===== src/rtl/mem_copy_engine_pkg.sv =====
// Shared definitions for the memory copy engine.
// Holds the state encoding and the default bus widths.
package mem_copy_engine_pkg;

   localparam int ADR_W_DEF  = 32;
   localparam int DATA_W_DEF = 32;
   localparam int LEN_W_DEF  = 16;

   typedef enum logic [1:0] {
      ST_IDLE  = 2'd0,
      ST_READ  = 2'd1,
      ST_WRITE = 2'd2,
      ST_DONE  = 2'd3
   } state_e;

endpackage


===== src/rtl/mem_copy_engine_if.sv =====
// Word-addressed data memory port.
// The memory answers reads combinationally and commits writes on the clock edge.
interface mem_copy_engine_if #(
   parameter int ADR_W  = mem_copy_engine_pkg::ADR_W_DEF,
   parameter int DATA_W = mem_copy_engine_pkg::DATA_W_DEF
);

   logic [ADR_W-1:0]  adr;
   logic [DATA_W-1:0] WriteData;
   logic              MemRead;
   logic              MemWrite;
   logic [DATA_W-1:0] ReadData;

   modport master (
      output adr,
      output WriteData,
      output MemRead,
      output MemWrite,
      input  ReadData
   );

   modport slave (
      input  adr,
      input  WriteData,
      input  MemRead,
      input  MemWrite,
      output ReadData
   );

endinterface


===== src/rtl/mem_copy_engine.sv =====
// Block copy master: for each word, one read cycle then one write cycle, in ascending order.
// All memory-side outputs are registered, so they change only at the clock edge.
module mem_copy_engine
   import mem_copy_engine_pkg::*;
#(
   parameter int ADR_W  = ADR_W_DEF,
   parameter int DATA_W = DATA_W_DEF,
   parameter int LEN_W  = LEN_W_DEF
) (
   input  logic               clk,
   input  logic               rst,
   input  logic               start,
   input  logic [ADR_W-1:0]   src_adr,
   input  logic [ADR_W-1:0]   dst_adr,
   input  logic [LEN_W-1:0]   len,
   input  logic               abort,
   output logic               busy,
   output logic               done,
   output logic [LEN_W-1:0]   words_done,
   mem_copy_engine_if.master  mem
);

   state_e             state_q, state_d;
   logic [ADR_W-1:0]   src_q, src_d;
   logic [ADR_W-1:0]   dst_q, dst_d;
   logic [LEN_W-1:0]   len_q, len_d;
   logic [LEN_W-1:0]   cnt_q, cnt_d;
   logic [ADR_W-1:0]   adr_q, adr_d;
   logic [DATA_W-1:0]  wdata_q, wdata_d;
   logic               rd_q, rd_d;
   logic               wr_q, wr_d;

   // Address arithmetic wraps modulo 2^ADR_W.
   function automatic logic [ADR_W-1:0] word_adr(input logic [ADR_W-1:0] base,
                                                 input logic [LEN_W-1:0] idx);
      return base + ADR_W'(idx);
   endfunction

   always_ff @(posedge clk or negedge rst) begin
      if (!rst) begin
         state_q <= ST_IDLE;
         src_q   <= '0;
         dst_q   <= '0;
         len_q   <= '0;
         cnt_q   <= '0;
         adr_q   <= '0;
         wdata_q <= '0;
         rd_q    <= 1'b0;
         wr_q    <= 1'b0;
      end else begin
         state_q <= state_d;
         src_q   <= src_d;
         dst_q   <= dst_d;
         len_q   <= len_d;
         cnt_q   <= cnt_d;
         adr_q   <= adr_d;
         wdata_q <= wdata_d;
         rd_q    <= rd_d;
         wr_q    <= wr_d;
      end
   end

   // Memory outputs for the next cycle are decided here, so they are registered.
   always_comb begin
      state_d = state_q;
      src_d   = src_q;
      dst_d   = dst_q;
      len_d   = len_q;
      cnt_d   = cnt_q;
      adr_d   = '0;
      wdata_d = '0;
      rd_d    = 1'b0;
      wr_d    = 1'b0;
      case (state_q)
         ST_IDLE: begin
            if (start) begin
               src_d = src_adr;
               dst_d = dst_adr;
               len_d = len;
               cnt_d = '0;
               if (len != '0) begin
                  state_d = ST_READ;
                  adr_d   = src_adr;
                  rd_d    = 1'b1;
               end else begin
                  state_d = ST_DONE;
               end
            end
         end
         ST_READ: begin
            // An aborted read is simply dropped; nothing reaches the memory.
            if (abort) begin
               state_d = ST_IDLE;
            end else begin
               state_d = ST_WRITE;
               adr_d   = word_adr(dst_q, cnt_q);
               wdata_d = mem.ReadData;
               wr_d    = 1'b1;
            end
         end
         ST_WRITE: begin
            // The memory commits on this edge regardless of abort, so always count it.
            cnt_d = cnt_q + LEN_W'(1);
            if (abort) begin
               state_d = ST_IDLE;
            end else if (cnt_d == len_q) begin
               state_d = ST_DONE;
            end else begin
               state_d = ST_READ;
               adr_d   = word_adr(src_q, cnt_d);
               rd_d    = 1'b1;
            end
         end
         ST_DONE: begin
            state_d = ST_IDLE;
         end
         default: begin
            state_d = ST_IDLE;
         end
      endcase
   end

   assign busy          = (state_q == ST_READ) || (state_q == ST_WRITE);
   assign done          = (state_q == ST_DONE);
   assign words_done    = cnt_q;
   assign mem.adr       = adr_q;
   assign mem.WriteData = wdata_q;
   assign mem.MemRead   = rd_q;
   assign mem.MemWrite  = wr_q;

endmodule


===== src/flat_wrapper.sv =====
// flat-port wrapper written by rule: the top's interface ports become plain ports
module mem_copy_engine_flat import mem_copy_engine_pkg::*;
#(
   parameter int ADR_W  = ADR_W_DEF,
   parameter int DATA_W = DATA_W_DEF,
   parameter int LEN_W  = LEN_W_DEF
)
  (clk, rst, start, src_adr, dst_adr, len, abort, busy, done, words_done, mem_adr, mem_WriteData, mem_MemRead, mem_MemWrite, mem_ReadData);
  mem_copy_engine_if #(.ADR_W(ADR_W), .DATA_W(DATA_W)) mem_i ();
  input  logic clk;
  input  logic rst;
  input  logic start;
  input  logic [ADR_W-1:0] src_adr;
  input  logic [ADR_W-1:0] dst_adr;
  input  logic [LEN_W-1:0] len;
  input  logic abort;
  output logic busy;
  output logic done;
  output logic [LEN_W-1:0] words_done;
  output wire logic [$bits(mem_i.adr)-1:0] mem_adr;
  output wire logic [$bits(mem_i.WriteData)-1:0] mem_WriteData;
  output wire logic [$bits(mem_i.MemRead)-1:0] mem_MemRead;
  output wire logic [$bits(mem_i.MemWrite)-1:0] mem_MemWrite;
  input wire logic [$bits(mem_i.ReadData)-1:0] mem_ReadData;
  assign mem_adr = mem_i.adr;
  assign mem_WriteData = mem_i.WriteData;
  assign mem_MemRead = mem_i.MemRead;
  assign mem_MemWrite = mem_i.MemWrite;
  assign mem_i.ReadData = mem_ReadData;
  mem_copy_engine #(.ADR_W(ADR_W), .DATA_W(DATA_W), .LEN_W(LEN_W)) u_core (.clk(clk), .rst(rst), .start(start), .src_adr(src_adr), .dst_adr(dst_adr), .len(len), .abort(abort), .busy(busy), .done(done), .words_done(words_done), .mem(mem_i));
endmodule

===== config.mk =====
export PLATFORM = sky130hd
export DESIGN_NAME = mem_copy_engine_flat
export DESIGN_NICKNAME = d
export VERILOG_FILES = /design/src/rtl/mem_copy_engine_pkg.sv /design/src/rtl/mem_copy_engine_if.sv /design/src/rtl/mem_copy_engine.sv /design/src/flat_wrapper.sv
export SDC_FILE = /design/constraint.sdc
export NUM_CORES = 1
export LEC_CHECK = 0
export ABC_AREA = 1
export CORE_MARGIN = 2
export CORE_UTILIZATION = 40
export CTS_BUF_LIST = sky130_fd_sc_hd__clkbuf_4 sky130_fd_sc_hd__clkbuf_8
export DETAILED_ROUTE_END_ITERATION = 16
export SLEW_MARGIN = 5
export SYNTH_ARGS = -nofsm -noshare
export SYNTH_HDL_FRONTEND = slang
export SYNTH_SLANG_ARGS = --single-unit
export TNS_END_PERCENT = 20

===== constraint.sdc =====
create_clock -name clk -period 3.6 [get_ports clk]
set_input_delay 0.72 -clock clk [delete_from_list [all_inputs] [get_ports clk]]
set_output_delay 0.72 -clock clk [all_outputs]
set_load 0.005 [all_outputs]

# [After elaboration in Yosys (flattened, before gate mapping)]
# Cells that the tools add are included.
# Widths: inputs -> output; s select.
[word_totals] regBits=164 inputBits=116
[classes] n_addsub=3 n_eq_ne=5 muxes=23 reduce_logical=6
[ops] cell="$mux 32" n=7
[ops] cell="$pmux 32 s3" n=1
[ops] cell="$add 32x16->32" n=2
[ops] cell="$pmux 16 s2" n=1
[ops] cell="$add 16x1->16 const B" n=1
[ops] cell="$eq 16x16->1" n=1
[ops] cell="$mux 16" n=1
[ops] cell="$reduce_bool 16->1" n=1
[ops] cell="$mux 2" n=5
[ops] cell="$pmux 2 s4" n=1
[ops] cell="$mux 1" n=6
[ops] cell="$eq 2x2->1 const B" n=2
[ops] cell="$reduce_and 2->1" n=2
[ops] cell="$eq 2x1->1 const B" n=1
[ops] cell="$logic_not 2->1" n=1
[ops] cell="$ne 2x2->1 const B" n=1
[ops] cell="$pmux 1 s2" n=1
[ops] cell="$reduce_bool 2->1" n=1
[ops] cell="$logic_or 1x1->1" n=1

# [Logic depth before layout (Yosys ltp)]
# Gate-level depths: netlist of run 1.
[logic_depth] depth_word=5 ltp_mapped=22 mapped_depth_nobuf=22

# [Worst setup path before layout of run 1]
# OpenSTA, ideal clock, no wires.
[synth_path] kind="register -> register" startpoint="register u_core.cnt_q[1] (netlist: u_core.words_done[1])" endpoint="register u_core.adr_q[27] (netlist: u_core.mem.adr[27])" setup_time_ns=0.078 arrival_ns=2.629 required_time_ns=3.522 path_slack_ns=0.893 path_stages_with_launch=19 n_path_buf=0 synth_period_minus_slack_ns=2.707 path_cell_list="dfrtp_1 > ha_1 > nand2_2 > nor2_4 > nand4_1 > nand2_1 > inv_1 > ha_1 > nand2_1 > nor2_1 > inv_1 > nor2_1 > nand4_1 > nand3_1 > nand2_1 > nand2_1 > nand2_1 > nand3b_1 > a21oi_1"
[synth_between] elab_chain_cells=5 word_cells_on_any_way=8 cone_classes="add/sub: 3; eq/ne: 1; mux: 4"
[synth_rtl] item="start, declared" line_no="mem_copy_engine.sv:27" source="logic [LEN_W-1:0] cnt_q, cnt_d;"
[synth_rtl] item="start signal, assigned" line_no="mem_copy_engine.sv:55" source="cnt_q <= cnt_d;"
[synth_rtl] item="$add 16x1->16" line_no="mem_copy_engine.sv:103" source="cnt_d = cnt_q + LEN_W'(1);"
[synth_rtl] item="$add 32x16->32 or $eq 16x16->1 (tied branches)" line_no="mem_copy_engine.sv:36, mem_copy_engine.sv:106"
[synth_rtl] item="$mux 32" line_no="mem_copy_engine.sv:106" source="end else if (cnt_d == len_q) begin"
[synth_rtl] item="$mux 32" line_no="mem_copy_engine.sv:104" source="if (abort) begin"
[synth_rtl] item="$pmux 32 s3 *" line_no="mem_copy_engine.sv:74" source="case (state_q)"
[synth_rtl] item="via u_core.adr_d[27]" line_no="mem_copy_engine.sv:28" source="logic [ADR_W-1:0] adr_q, adr_d;"
[synth_rtl] item="end signal, assigned" line_no="mem_copy_engine.sv:56" source="adr_q <= adr_d;"
[synth_rtl] item="end, declared" line_no="mem_copy_engine.sv:28"
# The timed path passes the listed nets; every way through them passes the cells marked *.
# A chain may end at the register's enable or synchronous reset.

# [Worst setup path in the final report of run 1]
[layout_path] startpoint="register u_core.cnt_q[1] (netlist: u_core.words_done[1])" endpoint="register u_core.adr_q[21] (netlist: u_core.mem.adr[21])"
# Same word-level chain as after synthesis.

==> results of run 1 <==
final timing paths:
path                                           endpoint  slack (ns)  cells past startpoint
max                        u_core.mem.adr[21]$_DFF_PN0_        0.31                     16
max in group asynchronous  u_core.src_q[19]$_DFFE_PN0P_        2.48                      2
min in group clk            u_core.dst_q[9]$_DFFE_PN0P_        0.50                      2
max reg2reg                u_core.mem.adr[21]$_DFF_PN0_        0.31                     16
min                         u_core.mem.adr[5]$_DFF_PN0_        0.27                      1
min reg2reg                 u_core.dst_q[9]$_DFFE_PN0P_        0.50                      2
metrics by stage:
stage          setup slack, ns  cells  area, um2
2_1_floorplan            0.893   1461      10200
3_3_place_gp             0.233   1979      12700
3_5_place_dp             0.236   1979      12700
4_1_cts                  0.201   2011      13100
5_1_grt                 0.0540   2011      13100
6_report                 0.314   2011      13100
registers in the layout, summed over array words and instances (netlist names):
name                  flops
u_core.words_done        16
u_core.mem.MemRead        1
u_core.mem.WriteData     32
u_core.state_q            2
u_core.mem.adr           32
u_core.dst_q             32
u_core.len_q             16
u_core.mem.MemWrite       1
u_core.src_q             32
kinds of logic (layout without fill, tap and decap cells):
family | after synthesis | after routing | share of synthesized area [%]
simple gates | 763 | 763 | 31.7
flops | 164 | 164 | 40.2
buf+inv | 258 | 478 | 9.58
compound gates | 211 | 211 | 11.0
fa+ha+maj | 45 | 45 | 5.66
xor+xnor | 20 | 20 | 1.85
placed cells by master, fill, tap and decap left out, types with 3 or more instances in the layout:
cell type and count:
a21o_1 3, a21oi_1 81, a31oi_1 5, buf_12 3, buf_4 24, clkbuf_8 18
clkdlybuf4s50_1 198, dfrtp_1 162, ha_1 42, inv_1 217, inv_6 4, inv_8 4
nand2_1 421, nand2_2 8, nand3_1 131, nand3_2 5, nand3b_1 6, nand4_1 25
nor2_1 133, nor2_2 5, nor3_1 16, nor4_1 3, o21a_1 3, o21ai_0 88
o21bai_1 4, o22ai_1 22, or2_2 7, xnor2_1 4, xor2_1 15
report_power, final:
part           switching [W]  total (W)  internal [W]
combinational        0.00205    0.00353       0.00147
clock               0.000796    0.00140      0.000602
sequential          0.000530    0.00305       0.00252
total                0.00338    0.00798       0.00460
metal layers:
layer / part of all wire [%] / vias to the layer above
met1: 45 / 4773
li1: - / 5097
met3: 7.9 / 43
met2: 45 / 382
met4: 1.8 / 0
met5: 0 / -
worst max-delay path: stages (launching register included):
cell and delay (ns):
dfrtp_2 0.47, ha_2 0.26, nand2_2 0.11, nor2_4 0.18, nand4_1 0.14, nand2_1 0.13, inv_1 0.06, ha_1 0.42
nand2_1 0.14, nor2_1 0.33, nand2_1 0.17, nor2_1 0.13, nand2_1 0.06, nand3_1 0.14, xor2_1 0.17, nand3_1 0.09
a21oi_1 0.22
layout make-up:
class / instances / area, um2
sequential: 164 / 4110
clock buffer: 19 / 255
inverter: 220 / 826
multi-input combinational: 1039 / 5140
timing repair buffer: 226 / 2230
tap: 330 / 413
fill: 2596 / 12000
clock inverter: 13 / 140
==> metrics.md, run 1 <==
| Metric | Value |
|---|---|
| DR pass1 iterations | `5` |
| Synth area leaders | `dfrtp_1, nand2_1, inv_1` |
| Pin count of the biggest net entering global routing | `roughly 70` |
| # diodes | `0` |
| Vias in the first global route | `approximately 9.9k` |
| Die width | `between 150 and 200 um` |
| Worst hold path type | `input pin to asynchronous set/reset pin` |
| DR iter-0 viols | `~820` |
| Top-count cell post-synth | `nand2_1` |
| PD cells | `609 nW/um2` |
| Final count of negative-setup-slack endpoints | `0` |
| Max Clk Rate | `just over 300 MHz` |
| Reg2Reg Launch Point | `u_core.words_done[1]$_DFFE_PN0P_` |
| Power consumption | `approximately 0.0080 W` |
| RSZ-0062 raised after global routing | `false` |
| Fin crit share | `91.3%` |
| Status | `complete, no violations` |
| Clock tree buffer depth | `2` |
| IO Count | `200` |
| Initial antenna violation count | `0` |
| TritonCTS Buffers | `17` |
| CP max FO | `7` |
| DRC viols | `0` |
| Worst VDD drop | `0.238 mV` |
| CTS H-tree depth | `4` |
| Mapped Avg Cell Area | `6.99 um2` |
| Minimum clock period | `between 3 and 4 ns` |
| M3 GR Usage | `approximately 6%` |
| Die height | `roughly 160 um` |
| Max Cap Violations | `0` |
| Seq cells post-synth | `between 150 and 200` |
| Layout Nets | `around 1.8k` |
| Met2 usage | `roughly two fifths` |
| Rows | `58` |
| Die ar. | `around 27000 um2` |
| Util after Layout | `~52%` |
| Req. time, crit path | `3.99 ns` |
| GRT met1 Usage | `between 30 and 40%` |
| GR Util All Layers | `a little over a quarter` |
| Worst Skew | `0.0193 ns` |
| I/O Buffers | `~200` |
| Clk Tree Root Cell | `clkbuf_8` |
| Post-CTS Hold Fix Bufs | `0` |
| Mapped Area | `between 10000 and 15000 um2` |
| TritonCTS clock tree | `done` |
| Grt total ovfl | `0` |
| Final Hold Vio Count | `0` |
| Routed via count | `10.3k` |
| First-pass GRT wire length | `54.5 mm` |
| Final setup TNS | `0 ns` |
| Mapped Cells | `between 1k and 1.5k` |
| Clock slew at reported path FFs | `0.11 ns` |
| Syn. warnings | `0` |
| Synth unique cells | `38` |
| Post-synth top flop | `dfrtp_1` |
| Hold Slack | `around 0.27 ns` |
| Placeable Area | `~25000 um2` |
| Top cell type by total area after synthesis | `dfrtp_1` |
| Leak pwr | `6.62 nW` |
| Slew margin rel. | `~52%` |
| Post-synthesis sequential area ratio | `roughly two fifths` |
| Share of the synthesized area in the top cell type | `approximately two fifths` |
| Initial Utilization | `a little over 40%` |
| DP HPWL | `approximately 28 mm` |
| WL per Instance | `about 17 um` |
| Share of cells above drive strength 1 | `5.59%` |
| PostCTS Resize Cnt | `0` |
| Crit. End Element | `flip-flop` |
| Worst setup path start | `u_core.words_done[1]$_DFFE_PN0P_` |
| Post-synth top cells | `nand2_1, inv_1, dfrtp_1, nor2_1, nand3_1` |
| DRT Wirelength | `approximately 35 mm` |
| Avg Vias per Cell | `around 5.1` |
| Setup Fix Bufs, Post-CTS | `0` |
| Clock sinks | `about 160` |
| Synth-to-Final Area Change | `28.4%` |
| Worst-skew pair later-pin latency | `0.47 ns` |
| Final ANT Viol Nets | `0` |
| Max Transition Viols Final | `0` |
| Crit Path Class | `flip-flop to flip-flop` |
| RePlAce Congestion | `between 0.9 and 1` |
| Worst Path Arrival | `3.67 ns` |
| Least-Margin Pin Slew | `between 0.7 and 0.8 ns` |
| Worst Setup Start Kind | `flip-flop` |
| Number of synthesized flops with an enable pin | `0` |
| Post-synth ARST share | `100%` |
| Global-route layer with the greatest usage | `met2` |
| Mapped Nets | `1622` |
Power figures use the tool's default switching activity.
==> run 2, diff against run 1 <==
GPL_ROUTABILITY_DRIVEN = 0   (was default)
TNS_END_PERCENT = 5   (was 20)
==> run 2 against run 1 <==
Net effect:
- critical path depth unchanged
- die area stayed put
- clock skew down 0.0068 ns
- sequential share of layout area barely moved
- total power rose by 2.1%
- cell count shrank 0.20%
- worst hold slack gained 0.026 ns
- critical path type unchanged
- largest cell class unchanged
==> metrics.md, run 2 (same netlist as run 1, synthesis figures left out) <==
| Metric | Value |
|---|---|
| Status | `complete, no violations` |
| Most frequent cells in the layout | `nand2_1, inv_1, clkdlybuf4s50_1, dfrtp_1, nor2_1` |
| Final ANT Viol Nets | `0` |
| Post-Place Cells | `1975` |
| Worst VDD drop | `between 0.3 and 0.4 mV` |
| # diodes | `0` |
| CP cell instances | `ha_1 -> nand2_2 -> nor2_4 -> nand3_1 -> nand2_1 -> inv_1 -> ha_1 -> nand2_1 -> nor2_1 -> nand2_1 -> nand2_1 -> nand2_1 -> nand2_1 -> xor2_1 -> nand3_1 -> a21oi_1` |
| Post-CTS Hold Fix Bufs | `0` |
| Worst-skew pair later-pin latency | `between 0.4 and 0.5 ns` |
| Worst Path Arrival | `3.60 ns` |
| DRT Wirelength | `~34 mm` |
| Worst Setup Start Kind | `flip-flop` |
| Clock slew at reported path FFs | `approximately 0.10 ns` |
| First-pass GRT wire length | `54.4 mm` |
| Multi-input gate area | `5130 um2` |
| Crit. End Element | `flip-flop` |
| Crit Path Class | `flip-flop to flip-flop` |
| # fillers | `around 2.6k` |
| Slew margin rel. | `48.2%` |
| Max Clk Rate | `around 310 MHz` |
| Max Transition Viols Final | `0` |
| DP HPWL | `around 27 mm` |
| CP most frequent cell | `nand2_1` |
| Vias in the first global route | `just over 10k` |
| FF/Latch Area | `~4100 um2` |
| Buffers & Inverters on Critical Path | `1` |
| Fin cells | `about 2.0k` |
| Avg Vias per Cell | `slightly above 5` |
| Worst path top cell family by delay | `simple AND/OR/NAND/NOR gates` |
| CTS H-tree depth | `4` |
| Leak pwr | `6.62 nW` |
| CP max stage delay | `approximately 0.47 ns` |
| Die width | `around 160 um` |
| TritonCTS clock tree | `done` |
| GR Util All Layers | `a little over a quarter` |
| Power share of the clock group | `19.3%` |
| DR pass1 iterations | `5` |
| Setup Fix Bufs, Post-CTS | `0` |
| DRC viols | `0` |
| Sw frac | `between 40% and 50%` |
| Minimum clock period | `~3.2 ns` |
| Layout Nets | `1825` |
| RSZ-0062 raised after global routing | `false` |
| DR iter-0 viols | `roughly 840` |
| Initial Utilization | `about two fifths` |
| Least-Margin Pin Slew | `0.774 ns` |
| Comb power frac | `43.0%` |
| Req. time, crit path | `around 4.0 ns` |
| Routed via count | `approximately 10k` |
| Reg2Reg Launch Point | `u_core.words_done[0]$_DFFE_PN0P_` |
| Clk Tree Root Cell | `clkbuf_8` |
| Max Cap Violations | `0` |
| P_int | `~0.0048 W` |
| Pin count of the biggest net entering global routing | `75` |
| CP max FO | `8` |
| Worst hold path type | `input pin to asynchronous set/reset pin` |
| Most common cell after layout, fill and taps aside | `nand2_1` |
| Rows | `58` |
| Fin crit share | `about nine tenths` |
| IO Count | `200` |
| Placeable Area | `between 20000 and 30000 um2` |
| Synth-to-Final Area Change | `28.5%` |
| R2r setup slk | `0.35 ns` |
| Worst setup path start | `u_core.words_done[0]$_DFFE_PN0P_` |
| TritonCTS Buffers | `17` |
| WL per Instance | `roughly 17 um` |
| Clock tree buffer depth | `2` |
| Initial antenna violation count | `0` |
| Final Hold Vio Count | `0` |
| I/O Buffers | `between 150 and 200` |
| Die ar. | `around 27000 um2` |
| Grt total ovfl | `0` |
| Final setup TNS | `0 ns` |
| PD cells | `621 nW/um2` |
| Worst Skew | `around 0.012 ns` |
| Clock sinks | `164` |
| Share of cells above drive strength 1 | `under 10%` |
| Die height | `164 um` |
| Slowest-stage cell, CP | `dfrtp_2` |
| Reg power frac | `a little under two fifths` |
| Net switching power | `0.00337 W` |
| Final count of negative-setup-slack endpoints | `0` |
[run 2: changes by cell type in the layout (fill, tap and decap cells not counted), sizes merged]
cell    delta
buf        -4
bufinv     +3
clkbuf     -1
clkinv     -1
inv        -1
[run 2: worst register-to-register path: cells and delay by family, from the launching register on]
family	cells	cell delay (ns)
AO/OA/AOI/OAI	1	0.28
XOR/XNOR	1	0.18
adder cells (fa/ha/maj)	2	0.63
buffers and inverters	1	0.08
flip-flops	1	0.47
AND/OR/NAND/NOR	11	1.51
[run 2: metrics by stage]
step                area [um2]  util, %  power (W)  worst slack (ns)  hold slack, ns
floorplan                10200        -    0.00497             0.893           0.424
global placement         12700     50.4    0.00654             0.373           0.471
CTS                      13100     52.2    0.00817             0.310           0.304
detailed placement       12700     50.4    0.00657             0.337           0.477
global route             13100     52.2    0.00877            0.0378           0.347
finish                   13100     52.2    0.00815             0.350           0.295
[run 2: worst paths after layout]
| kind | endpoint | cells past startpoint |
|---|---|---|
| worst max-delay path | u_core.mem.adr[15]$_DFF_PN0_ | 16 |
| worst min-delay path | u_core.mem.MemRead$_DFF_PN0_ | 1 |
| worst max register to register | u_core.mem.adr[15]$_DFF_PN0_ | 16 |
| worst min register to register | u_core.dst_q[11]$_DFFE_PN0P_ | 2 |
| max in group asynchronous | u_core.dst_q[19]$_DFFE_PN0P_ | 2 |
| min in group clk | u_core.dst_q[11]$_DFFE_PN0P_ | 2 |
[run 2: metal layers]
layer | track usage [%] | up-vias | wire, um
li1 | - | 5076 | -
met1 | 36.7 | 4784 | 15400
met2 | 40.8 | 406 | 15100
met3 | 5.20 | 58 | 2640
met4 | 8.73 | 0 | 942
met5 | 0 | - | 0
[run 2: layout make-up]
| cell class | instances | area share [%] |
|---|---|---|
| clock buffers | 18 | 1.84 |
| well taps | 330 | 3.15 |
| flip-flops and latches | 164 | 31.3 |
| clock inverters | 14 | 1.59 |
| inverters | 220 | 6.30 |
| repair buffers | 222 | 16.7 |
| multi-input cells | 1039 | 39.1 |
[run 2: power groups by stage]
stage | Sequential, W | Clock [W] | Combinational, W
floorplan | 0.00294 | 0 | 0.00203
CTS | 0.00306 | 0.00161 | 0.00350
global placement | 0.00308 | 0 | 0.00346
detailed placement | 0.00309 | 0 | 0.00349
finish | 0.00307 | 0.00157 | 0.00351
global route | 0.00314 | 0.00168 | 0.00395
[run 2: timing repair]
action,4_1_cts,5_1_grt
setup endpoints to repair,0,4
hold endpoints to repair,0,0
resized for setup,0,2
==> run 3, diff against run 2 <==
ABC_AREA = default   (was 1)
CORE_ASPECT_RATIO = 1.75   (was default)
DONT_BUFFER_PORTS = 1   (was default)
==> run 3 against run 2 <==
Net effect:
- the run now ends with hold timing left
- sequential power is essentially flat
- critical endpoint is now u_core.mem.adr[28]$_DFF_PN0_
- sequential share of layout area is 7.7 points higher
- flip-flop and latch count unchanged
- total power decreased by 11%
- via count is 23% lower
- cell count shrank 30%
- design area down 20%
==> metrics.md, run 3 <==
| Metric | Value |
|---|---|
| I/O Buffers | `0` |
| Most frequent cells in the layout | `nand2_1, dfrtp_1, buf_4, nor2_1, o21ai_0` |
| Worst hold path type | `input pin to asynchronous set/reset pin` |
| Status | `finished with violations` |
| Placeable Area | `23300 um2` |
| Post-synth ARST share | `100%` |
| Violated checks | `hold timing` |
| Avg Vias per Cell | `between 5 and 6` |
| Mapped Area | `about 9500 um2` |
| Worst-skew pair later-pin latency | `slightly above 0.5 ns` |
| Max Clk Rate | `between 200 and 300 MHz` |
| CTS H-tree depth | `4` |
| Post-synth top flop | `dfrtp_1` |
| Leak pwr | `4.96 nW` |
| Number of synthesized flops with an enable pin | `0` |
| Clk Tree Root Cell | `clkbuf_8` |
| Reg power frac | `42.8%` |
| GR Util All Layers | `23.6%` |
| Die height | `207 um` |
| Synth-to-Final Area Change | `11.3%` |
| Clock sinks | `approximately 160` |
| Post-synthesis sequential area ratio | `43.4%` |
| Mapped Nets | `between 1k and 1.5k` |
| TritonCTS Buffers | `17` |
| Die width | `approximately 120 um` |
| Hold Slack | `-0.0892 ns` |
| DRC viols | `0` |
| Syn. warnings | `0` |
| FF-to-FF path depth | `14` |
| DRT Wirelength | `around 29 mm` |
| TritonCTS clock tree | `done` |
| DR pass1 iterations | `5` |
| Final count of negative-setup-slack endpoints | `0` |
| Max Cap Violations | `0` |
| Die ar. | `25000 um2` |
| Initial antenna violation count | `0` |
| Max Transition Viols Final | `0` |
| WL per Instance | `between 20 and 25 um` |
| Crit Path Class | `flip-flop to flip-flop` |
| # diodes | `0` |
| CP max stage delay | `0.43 ns` |
| CP max FO | `8` |
| Slew margin rel. | `approximately half` |
| Final ANT Viol Nets | `0` |
| Net switching power | `~0.0031 W` |
| Mapped Cells | `roughly 1.1k` |
| Util after Layout | `a little under half` |
| CP cell instances | `ha_1 -> nand3_4 -> nor4_2 -> xor2_1 -> ha_1 -> nand2_1 -> nor3_1 -> o21a_1 -> or3_1 -> a311oi_1 -> buf_4 -> o41a_1 -> o211ai_1 -> o211ai_1` |
| PD cells | `689 nW/um2` |
| Vias in the first global route | `between 8k and 9k` |
| Comb power frac | `between 30% and 40%` |
| R2r setup slk | `roughly 0.23 ns` |
| First-pass GRT wire length | `around 45 mm` |
| Power share of the clock group | `between 10% and 20%` |
| Rows | `74` |
| Reg2Reg Launch Point | `u_core.words_done[1]$_DFFE_PN0P_` |
| P_int | `between 0.004 and 0.005 W` |
| Layout Nets | `between 1k and 1.5k` |
| Routed via count | `about 8k` |
| Clock slew at reported path FFs | `0.10 ns` |
| DP HPWL | `roughly 22 mm` |
| Least-Margin Pin Slew | `slightly below 0.8 ns` |
| Pin count of the biggest net entering global routing | `165` |
| IO Count | `200` |
| Post-synth top cells | `nand2_1, dfrtp_1, o21ai_0, nor2_1` |
| Req. time, crit path | `~4.0 ns` |
| Top cell type by total area after synthesis | `dfrtp_1` |
| Worst setup path start | `u_core.words_done[1]$_DFFE_PN0P_` |
| Minimum clock period | `3.37 ns` |
| Synth unique cells | `71` |
| Clock tree buffer depth | `2` |
| Worst Path Arrival | `roughly 3.7 ns` |
| Worst VDD drop | `between 0.2 and 0.3 mV` |
| Seq cells post-synth | `164` |
| Worst Skew | `around 0.014 ns` |
| Share of cells above drive strength 1 | `about an eighth` |
| Worst Setup Start Kind | `flip-flop` |
| Share of the synthesized area in the top cell type | `between 40% and 50%` |
| Top-count cell post-synth | `nand2_1` |
| Initial Utilization | `40.6%` |
| Synth area leaders | `dfrtp_1, nand2_1, ha_1` |
| Fin crit share | `~94%` |
| Crit. End Element | `flip-flop` |
| Reg-to-Reg End | `u_core.mem.adr[28]$_DFF_PN0_` |
| Mapped Avg Cell Area | `approximately 9 um2` |
| Slowest-stage cell, CP | `dfrtp_1` |
| Most common cell after layout, fill and taps aside | `nand2_1` |
| Grt total ovfl | `0` |
| DR iter-0 viols | `500` |
| Final Hold Vio Count | `approximately 160` |
| Sw frac | `about 42%` |
[run 3: cell types whose count changed after synthesis, moves of 17 or more]
cell,change
and2_1,+40
xnor2_1,+39
nor2_1,-87
nand2_1,-159
a21oi_1,-45
xor2_1,+17
o22ai_1,-18
inv_1,-187
nand3_1,-96
o21ai_0,-40
[run 3: cell families after synthesis]
logic type	count (synthesis)	share of synthesized area, %
DFF	164	43.4
muxes	5	0.555
and+or+nand+nor	467	22.8
AOI/OAI and AO/OA	220	16.3
xor gates and xnor gates	75	6.94
buffers and inverters	86	3.93
adders and majority gates	45	6.11
[run 3: worst max-delay path by stage]
stage	slack (ns)	depth (start not counted)	to
6_report	0.23	14	u_core.mem.adr[28]$_DFF_PN0_
5_1_grt	-0.03	14	u_core.mem.adr[17]$_DFF_PN0_
4_1_cts	0.07	15	u_core.mem.adr[31]$_DFF_PN0_
3_5_place_dp	0.1	15	u_core.mem.adr[31]$_DFF_PN0_
3_3_place_gp	0.18	15	u_core.mem.adr[31]$_DFF_PN0_
2_1_floorplan	0.04	13	u_core.mem.adr[28]$_DFF_PN0_
[run 3: layout make-up]
type | instances | area, um2
Clock buffer | 17 | 234
Inverter | 31 | 116
Timing Repair Buffer | 60 | 450
Fill cell | 2299 | 12800
Multi-Input combinational cell | 812 | 5060
Clock inverter | 15 | 184
Sequential cell | 164 | 4110
Tap cell | 304 | 380
[run 3: what timing repair did]
item                       CTS  global route
setup buffers                0             0
setup endpoints to repair    0            22
hold endpoints to repair   164           164
resized for setup            0            16
[run 3: metal layers]
metal	wire length, um	track usage [%]	up-vias	part of all wire, %
met4	1810	15.2	0	6.2
met2	15600	43.3	336	53
met3	2040	5.85	92	7.0
li1	-	-	3728	-
met1	9780	22.9	3840	34
met5	0	0	-	0
[run 3: critical path: cells and delay by family (launching register included)]
kind	cells	cell delay, ns
buf+inv	1	0.17
xor+xnor	1	0.16
simple gates	5	0.95
flops	1	0.43
fa+ha+maj	2	0.62
compound gates	5	0.91
[run 3: power groups by stage]
stage / clock [W] / sequential (W) / combinational (W)
detailed placement: 0 / 0.00314 / 0.00268
global placement: 0 / 0.00313 / 0.00265
CTS: 0.00148 / 0.00310 / 0.00270
floorplan: 0 / 0.00293 / 0.00202
finish: 0.00145 / 0.00310 / 0.00271
global route: 0.00155 / 0.00318 / 0.00302
[run 3: per-stage QoR]
| step | TNS [ns] | instances | instance area (um2) | power (W) | setup WS, ns |
|---|---|---|---|---|---|
| after floorplan | 0 | 1062 | 9460 | 0.00495 | 0.0414 |
| after global placement | 0 | 1371 | 10000 | 0.00578 | 0.175 |
| after detailed placement | 0 | 1371 | 10000 | 0.00582 | 0.0964 |
| after CTS | 0 | 1403 | 10500 | 0.00729 | 0.0734 |
| after global routing | -0.0336 | 1403 | 10500 | 0.00775 | -0.0336 |
| final | 0 | 1403 | 10500 | 0.00725 | 0.232 |
